### config.mk
export PLATFORM = sky130hd
export DESIGN_NAME = inst_fetch
export DESIGN_NICKNAME = d
export VERILOG_FILES = /design/src/rtl/inst_fetch.sv
export SDC_FILE = /design/constraint.sdc
export NUM_CORES = 1
export LEC_CHECK = 0
export ABC_AREA = 0
export CELL_PAD_IN_SITES_DETAIL_PLACEMENT = 0
export CELL_PAD_IN_SITES_GLOBAL_PLACEMENT = 1
export CORE_MARGIN = 3
export CORE_UTILIZATION = 41
export DETAILED_ROUTE_END_ITERATION = 10
export HOLD_SLACK_MARGIN = 0.05
export MAX_ROUTING_LAYER = met4
export PLACE_DENSITY_LB_ADDON = 0.1
export SKIP_LAST_GASP = 1
export SLEW_MARGIN = 25
export SYNTH_ARGS = -nofsm -noshare
export SYNTH_HDL_FRONTEND = slang
export SYNTH_SLANG_ARGS = --single-unit
### constraint.sdc
create_clock -name clk -period 4.6 [get_ports clk]
set_clock_uncertainty 0.05 [all_clocks]
set_input_delay 0.92 -clock clk [delete_from_list [all_inputs] [get_ports clk]]
set_output_delay 0.92 -clock clk [all_outputs]
set_load 0.05 [all_outputs]
### src/rtl/inst_fetch.sv
// Instruction fetch stage: program counter, req/ack fetch from instruction memory, and a
// single-entry instruction register handed to the decoder with a valid/ready handshake.
module inst_fetch #(
    parameter int unsigned     PC_W     = 16,
    parameter logic [PC_W-1:0] RESET_PC = '0
) (
    input  logic            clk,
    input  logic            rst_n,
    output logic            imem_req_o,
    output logic [PC_W-1:0] imem_addr_o,
    input  logic            imem_ack_i,
    input  logic [15:0]     imem_rdata_i,
    output logic [15:0]     inst_o,
    output logic [PC_W-1:0] inst_pc_o,
    output logic            inst_valid_o,
    input  logic            inst_ready_i,
    input  logic            redirect_i,
    input  logic [PC_W-1:0] redirect_pc_i,
    input  logic            halt_i,
    output logic            halted_o
);

    typedef enum logic [2:0] {StStart, StFetch, StWait, StDrop, StHalt} state_e;

    state_e          state_q, state_d;
    logic [PC_W-1:0] pc_q, pc_d;
    logic [PC_W-1:0] addr_q, addr_d;
    logic [15:0]     inst_q, inst_d;
    logic [PC_W-1:0] inst_pc_q, inst_pc_d;
    logic            valid_q, valid_d;
    logic            halt_pend_q, halt_pend_d;

    logic            req;
    logic [PC_W-1:0] addr;
    logic            pending;
    logic            halt_eff;

    always_comb begin
        state_d     = state_q;
        pc_d        = pc_q;
        addr_d      = addr_q;
        inst_d      = inst_q;
        inst_pc_d   = inst_pc_q;
        valid_d     = valid_q;
        halt_pend_d = halt_pend_q;
        req         = 1'b0;
        addr        = pc_q;

        unique case (state_q)
            StFetch:        req = ~valid_q | inst_ready_i;
            StWait, StDrop: begin
                req  = 1'b1;
                addr = addr_q;
            end
            default: ;
        endcase

        // A request still open after this cycle must be retired through StDrop.
        pending  = req & ~imem_ack_i;
        halt_eff = halt_i | halt_pend_q;

        if (state_q != StHalt) begin
            if (halt_eff) begin
                valid_d = 1'b0;
                if (pending) begin
                    state_d     = StDrop;
                    addr_d      = addr;
                    halt_pend_d = 1'b1;
                end else begin
                    state_d = StHalt;
                end
            end else if (redirect_i) begin
                pc_d    = redirect_pc_i;
                valid_d = 1'b0;
                if (pending) begin
                    state_d = StDrop;
                    addr_d  = addr;
                end else begin
                    state_d = StFetch;
                end
            end else if (state_q == StStart) begin
                state_d = StFetch;
            end else if (state_q == StDrop) begin
                if (imem_ack_i) state_d = StFetch;
            end else if (req && imem_ack_i) begin
                inst_d    = imem_rdata_i;
                inst_pc_d = addr;
                valid_d   = 1'b1;
                pc_d      = addr + PC_W'(1);
                state_d   = StFetch;
            end else begin
                if (state_q == StFetch && req) begin
                    addr_d  = pc_q;
                    state_d = StWait;
                end
                if (valid_q && inst_ready_i) valid_d = 1'b0;
            end
        end
    end

    always_ff @(posedge clk or negedge rst_n) begin
        if (!rst_n) begin
            state_q     <= StStart;
            pc_q        <= RESET_PC;
            addr_q      <= RESET_PC;
            inst_q      <= 16'h0000;
            inst_pc_q   <= '0;
            valid_q     <= 1'b0;
            halt_pend_q <= 1'b0;
        end else begin
            state_q     <= state_d;
            pc_q        <= pc_d;
            addr_q      <= addr_d;
            inst_q      <= inst_d;
            inst_pc_q   <= inst_pc_d;
            valid_q     <= valid_d;
            halt_pend_q <= halt_pend_d;
        end
    end

    assign imem_req_o   = req;
    assign imem_addr_o  = addr;
    assign inst_o       = inst_q;
    assign inst_pc_o    = inst_pc_q;
    assign inst_valid_o = valid_q;
    assign halted_o     = (state_q == StHalt);

endmodule

Word-level counts from Yosys, hierarchy flattened. Cells that the tools add are included.

Bits in registers: 69. Word-level logic and storage cells: 71. Output and inout port bits: 51.

$add $sub $neg: 1. Multiplexer cells: 28. Reduce and logical (&&, ||, !) cells: 15. Bitwise gates (word level): 9. Equality and inequality tests: 11.

Operators with widths (count): $mux W16 (12); $mux W3 (8); $add A16 B1 Y16 const B (1); $ne A3 B3 Y1 const B (4); $reduce_and A5 Y1 (2); $eq A3 B2 Y1 const B (2); $mux W1 (6); $not A1 Y1 (6); $reduce_and A3 Y1 (2); $reduce_and A6 Y1 (1); $reduce_bool A6 Y1 (1); $ne A5 B5 Y1 const B (1); $ne A2 B2 Y1 const B (2); $reduce_and A4 Y1 (1); $reduce_bool A4 Y1 (1); $eq A3 B1 Y1 const B (1); $eq A3 B3 Y1 const B (1); $logic_and A1 B1 Y1 (3); $logic_not A3 Y1 (1); $reduce_bool A3 Y1 (1); $mux W2 (1); $or A1 B1 Y1 (2); $pmux W1 S2 (1); $reduce_bool A2 Y1 (1); other kinds (2) (2).

Depth between registers and ports, before layout. Gate-level depths: netlist of the first run.

Word-level depth: 10. Gate-level depth with buffers: 11. Mapped depth without buffers: 8.

Worst setup path after synthesis of the first run. No wires, ideal clock.

Kind: input-to-output. From: input inst_ready_i. To: output imem_req_o. Path slack: 1.818 ns. Path buffers: 0. Data arrival time: 1.812 ns. Stages on the path: 3. Cell sequence: nand2b_1 a21oi_1 nor2_1.

Cells in the longest elaborated chain, start to end: 2.

Ends and longest elaborated chain: start, declared (line 16) `input logic inst_ready_i,`; $or A1 B1 Y1 (line 50) `StFetch: req = ~valid_q | inst_ready_i;`; $pmux W1 S2 (line 49) `unique case (state_q)`; end, declared (line 9) `output logic imem_req_o,`.

No other way between the ends.

Worst setup path after layout of the first run.
From: register state_q[2]. To: output imem_addr_o[13].

Cells in the longest elaborated chain, start to end: 3.

Ends and longest elaborated chain: start, declared (line 25) `state_e state_q, state_d;`; start signal, assigned (line 103) `state_q <= StStart;`; start signal, assigned (line 111) `state_q <= state_d;`; $eq A3 B2 Y1 (line 49); $reduce_or A2 Y1 * (line 49); $mux W16 * (line 49); end, declared (line 10) `output logic [PC_W-1:0] imem_addr_o,`.

Every way passes the cells marked *; elsewhere a longest branch is shown, timed or not.

==> results of run 1 <==
[worst max-delay path: stages, from the launching register on]
cell,delay (ps)
dfrtp_1,500
and2b_1,780
mux2i_2,560
inv_1,70
clkdlybuf4s50_1,710
[area by class of cell]
class                           count  area (sq um)
Sequential cell                    69          1730
Clock inverter                      5          83.8
Fill cell                         723          3580
Tap cell                          105           131
Clock buffer                       11           141
Inverter                           11          41.3
Timing Repair Buffer               92           921
Multi-Input combinational cell    229          1680
[where the power goes]
group	internal (uW)	leakage [uW]	switching (uW)	total (uW)
combinational	684	0.00111	1170	1850
clock	321	0.000106	239	560
sequential	862	0.000894	194	1060
[cells by family after synthesis]
logic type	count (synthesis)
AND/OR/NAND/NOR	96
flip-flops	69
AO/OA/AOI/OAI	65
multiplexers	54
buffers and inverters	28
XOR/XNOR	13
adder cells (fa/ha/maj)	1
[per-layer routing]
metal,share of wire (%),up-vias,GRT usage [%]
li1,-,1321,-
met1,47,1358,24.7
met2,46,77,28.7
met3,4.7,19,4.32
met4,1.9,0,6.20
met5,0,-,-
[cell usage after synthesis (2+ instances only)]
cell,number
a21oi_1,5
a22o_1,6
a22oi_1,6
a31oi_1,2
and3_1,5
buf_2,8
buf_6,4
clkbuf_1,4
dfrtp_1,69
inv_1,10
mux2_2,38
mux2i_1,9
mux2i_2,3
mux2i_4,2
nand2_1,59
nand2b_1,2
nand4_4,2
nor2_1,8
nor2b_1,3
nor3_1,4
nor3_2,2
o21ai_0,21
o21ai_1,10
o22ai_1,2
o31ai_1,4
or3_1,3
xnor2_1,9
xor2_1,4
[per-stage QoR]
step	hold slack, ps	setup WS, ps
after floorplan	415	1820
after global placement	418	1060
after detailed placement	422	1020
after CTS	439	618
after global routing	468	500
final	431	663
[path summary, 6_finish.rpt]
path	start	to	slack, ps	cells after the start
worst max-delay path	state_q[2]$_DFFE_PN0P_	imem_addr_o[13]	660	4
worst min-delay path	inst_pc_o[13]$_DFFE_PN0P_	inst_pc_o[13]$_DFFE_PN0P_	430	2
worst max register to register	state_q[2]$_DFFE_PN0P_	pc_q[14]$_DFFE_PN0P_	1880	8
worst min register to register	inst_pc_o[13]$_DFFE_PN0P_	inst_pc_o[13]$_DFFE_PN0P_	430	2
max in group asynchronous	rst_n	state_q[2]$_DFFE_PN0P_	3270	1
min in group asynchronous	rst_n	inst_pc_o[6]$_DFFE_PN0P_	650	1
[registers in the layout, summed over array words and instances, names as in the netlist]
register,cells
pc_q,16
inst_pc_o,16
state_q,3
halt_pend_q,1
inst_valid_o,1
addr_q,16
inst_o,16
==> impl_metrics.env, run 1 <==
export IMPL_outcome="finished, final reports clean"
export IMPL_cts_buffer_depth=2
export IMPL_drt_iter0_markers=121
export IMPL_fin_tns_setup_ps=0
export IMPL_clk_pin_slew_ps=70
export IMPL_hpwl_microns=5910
export IMPL_yosys_warnings=0
export IMPL_period_needed_ps=3940
export IMPL_powerDensity_mw_per_mm2=735
export IMPL_first_pass_iters=4
export IMPL_port_buffers=88
export IMPL_drc=0
export IMPL_max_freq_mhz=254
export IMPL_fin_crit_sh_pct=85.6
export IMPL_num_vias=2775
export IMPL_tightest_slew_ps=915
export IMPL_place_area_sq_mm=0.00450
export IMPL_maxCapViolCount=0
export IMPL_mostFrequentLayoutCell="clkdlybuf4s50_1"
export IMPL_grt_pass1_vias=2818
export IMPL_io_pin_count=89
export IMPL_cts_sinks=69
export IMPL_antenna_found_initial=0
export IMPL_synth_cells=326
export IMPL_grt_pass1_wl_microns=14200
export IMPL_cts_root_buf="clkbuf_8"
export IMPL_critPathLaunchType="flop"
export IMPL_synth_edf_count=0
export IMPL_layout_common_cells="clkdlybuf4s50_1 (87), dfrtp_1 (69), nand2_1 (58)"
export IMPL_syn_num_nets=365
export IMPL_fin_util_pct=56.9
export IMPL_synth_top_family_by_area="multiplexers"
export IMPL_die_y_microns=99.0
export IMPL_cts_tree="built"
export IMPL_peakVddDrop_uv=405
export IMPL_area_delta_synth_final_pct=33.2
export IMPL_finalSetupViolations=0
export IMPL_crit_path_max_fanout=17
export IMPL_ys_ff_latch=69
export IMPL_hold_viol_final=0
export IMPL_synth_ff_type="dfrtp_1"
export IMPL_drive_above_1_share_pct=18.7
export IMPL_ys_top_cells_by_area="dfrtp_1 (49%), mux2_2 (12%), nand2_1 (6.2%), o21ai_0 (3.0%), mux2i_1 (2.5%)"
export IMPL_hp_class="reg2reg"
export IMPL_yosys_area_share_adder_pct=0.353
export IMPL_syn_area_per_cell_sq_um=10.9
export IMPL_path_class="reg2out"
export IMPL_worst_setup_path_end_kind="primary output"
export IMPL_synth_yosys_seq_area_share_pct=48.7
export IMPL_finalInstanceArea_sq_mm=0.00472
export IMPL_cts_buffers=9
export IMPL_antenna_left=0
export IMPL_critPathArrivalTime_ps=2970
export IMPL_fin_nets=451
export IMPL_grt_max_degree=70
export IMPL_dp_cells=506
export IMPL_hold_buffers=0
export IMPL_htree_levels=3
export IMPL_die_area_sq_mm=0.00980
export IMPL_yosysTopAreaCell="dfrtp_1"
export IMPL_synth_compound_area_share_pct=11.9
export IMPL_max_slew_margin_pct=38.6
export IMPL_drv_slew=0
export IMPL_yosysTopAreaCellShare_pct=48.7
export IMPL_core_area_sq_mm=0.00830
export IMPL_grt_overflow=0
export IMPL_yosys_area_share_xor_xnor_pct=3.21
export IMPL_yosys_area_share_simple_pct=13.9
export IMPL_cts_resized=0
export IMPL_viasPerCell=5.32
export IMPL_total_power_uw=3470
export IMPL_synthMuxAreaShare_pct=17.8
export IMPL_fin_cells=522
export IMPL_track_usage_pct=18.7
export IMPL_postCtsSetupRepairBufs=0
export IMPL_initial_core_util_pct=42.7
export IMPL_required_ps=3630
export IMPL_synth_async_reset_ratio_pct=100
export IMPL_antenna_cells=0
export IMPL_post_drt_wl_per_cell_microns=16.5
export IMPL_die_w_microns=99.0
export IMPL_rows=33
export IMPL_yosys_cell_types_count=50
export IMPL_insertion_delay_ps=350
export IMPL_syn_area_sq_mm=0.00354
export IMPL_gp_congestion=0.791
export IMPL_totalWireLength_microns=8610
export IMPL_p_leak_uw=0.00211
export IMPL_rsz0062_at_grt="false"
No activity file was read; power rests on OpenSTA's default activity.
==> run 2, diff against run 1 <==
- ABC_CLOCK_PERIOD_IN_PS: unset -> 4600
- CORE_UTILIZATION: 41 -> 42
- CTS_BUF_LIST: unset -> sky130_fd_sc_hd__clkbuf_8
==> run 2 against run 1 <==
  * Sequential cell count stayed put
  * Largest cell class unchanged
  * Design area is 0.61% higher
  * Highest routed layer unchanged
  * Via count is 2.5% lower
  * Combinational power hardly changed
  * Sequential power hardly changed
  * Hold slack better by 4.4 ps
  * Maximum frequency is 0.43% lower
  * Critical path depth stayed put
  * Non-clock buffer count is 1 higher
  * Register-to-register slack hardly changed
  * Final cell count is 0.38% lower
  * Critical path type unchanged
  * Sequential share of layout area is 0.22 points lower
==> impl_metrics.env, run 2 (synthesized netlist as in run 1, its figures left out) <==
export IMPL_core_area_sq_mm=0.00797
export IMPL_hold_buffers=0
export IMPL_outcome="finished, final reports clean"
export IMPL_grt_pass1_wl_microns=14300
export IMPL_fin_tns_setup_ps=0
export IMPL_mostFrequentLayoutCell="clkdlybuf4s50_1"
export IMPL_path_class="reg2out"
export IMPL_htree_levels=3
export IMPL_totalWireLength_microns=8470
export IMPL_crit_path_max_fanout=17
export IMPL_place_ws_ps=1010
export IMPL_grt_max_degree=70
export IMPL_rsz0062_at_grt="false"
export IMPL_p_leak_uw=0.00213
export IMPL_cts_buffers=9
export IMPL_powerDensity_mw_per_mm2=747
export IMPL_grt_overflow=0
export IMPL_gp_congestion=0.851
export IMPL_max_slew_margin_pct=36.4
export IMPL_postCtsSetupRepairBufs=0
export IMPL_maxCapViolCount=0
export IMPL_cts_sinks=69
export IMPL_grt_pass1_vias=2782
export IMPL_viasPerCell=5.20
export IMPL_fin_nets=452
export IMPL_fin_cells=520
export IMPL_antenna_found_initial=0
export IMPL_initial_core_util_pct=44.5
export IMPL_critPathLaunchType="flop"
export IMPL_worst_setup_path_end_kind="primary output"
export IMPL_critPathArrivalTime_ps=2980
export IMPL_layout_common_cells="clkdlybuf4s50_1 (87), dfrtp_1 (69), nand2_1 (58)"
export IMPL_port_buffers=88
export IMPL_required_ps=3630
export IMPL_area_delta_synth_final_pct=34.0
export IMPL_tightest_slew_ps=948
export IMPL_fin_crit_sh_pct=86.0
export IMPL_hold_viol_final=0
export IMPL_cts_resized=0
export IMPL_clk_pin_slew_ps=80
export IMPL_drive_above_1_share_pct=18.9
export IMPL_hpwl_microns=5890
export IMPL_die_w_microns=97.9
export IMPL_peakVddDrop_uv=422
export IMPL_die_area_sq_mm=0.00958
export IMPL_fin_ws_ps=645
export IMPL_fin_util_pct=59.6
export IMPL_post_drt_wl_per_cell_microns=16.3
export IMPL_track_usage_pct=18.9
export IMPL_cts_root_buf="clkbuf_8"
export IMPL_cts_tree="built"
export IMPL_antenna_cells=0
export IMPL_io_pin_count=89
export IMPL_max_freq_mhz=253
export IMPL_drv_slew=0
export IMPL_first_pass_iters=4
export IMPL_cts_buffer_depth=2
export IMPL_dp_cells=504
export IMPL_total_power_uw=3550
export IMPL_finalSetupViolations=0
export IMPL_rows=32
export IMPL_num_vias=2705
export IMPL_die_y_microns=97.9
export IMPL_antenna_left=0
export IMPL_insertion_delay_ps=340
export IMPL_drc=0
export IMPL_hp_class="reg2reg"
export IMPL_drt_iter0_markers=87
export IMPL_period_needed_ps=3950
## run 2: cell count changes in the layout (fill, tap and decap cells not counted), sizes merged
cell	change
bufinv	+2
inv	+1
buf	+1
clkbuf	-2
clkinv	-1
## run 2: worst max-delay path, cell delays in order, from the launching register on
cell             delay [ps]
dfrtp_1                 500
and2b_1                 790
mux2i_2                 550
inv_1                    90
clkdlybuf4s50_1         710
## run 2: layer usage
metal / vias up / part of all wire [%] / track usage (%)
met2: 69 / 47 / 28.4
li1: 1310 / - / -
met3: 9 / 4.6 / 3.79
met1: 1317 / 47 / 25.7
met4: 0 / 0.79 / 6.18
met5: - / 0 / -
## run 2: final timing paths
kind                                           start                         to  slack [ps]  cells after the start
max reg2reg                   state_q[2]$_DFFE_PN0P_       pc_q[10]$_DFFE_PN0P_        1890                      8
max                           state_q[2]$_DFFE_PN0P_            imem_addr_o[13]         650                      4
max in group asynchronous                      rst_n      addr_q[0]$_DFFE_PN0P_        3270                      1
min in group asynchronous                      rst_n     state_q[0]$_DFFE_PN0P_         630                      1
min                        inst_pc_o[13]$_DFFE_PN0P_  inst_pc_o[13]$_DFFE_PN0P_         440                      2
min reg2reg                inst_pc_o[13]$_DFFE_PN0P_  inst_pc_o[13]$_DFFE_PN0P_         440                      2
## run 2: final cells by class
type | count | area [sq um]
clock buffers | 9 | 124
well taps | 102 | 128
inverters | 11 | 41.3
flip-flops and latches | 69 | 1730
multi-input cells | 229 | 1680
fillers | 723 | 3220
clock inverters | 7 | 139
repair buffers | 93 | 916
## run 2: power by group
| group | switching, uW | internal, uW |
|---|---|---|
| clock | 239 | 413 |
| sequential | 186 | 862 |
| combinational | 1170 | 681 |
| total | 1590 | 1960 |
## run 2: through the flow
stage	instance area [sq um]	hold WS, ps
2_1_floorplan	3540	415
3_3_place_gp	4490	422
3_5_place_dp	4490	428
4_1_cts	4750	447
5_1_grt	4750	467
6_report	4750	436
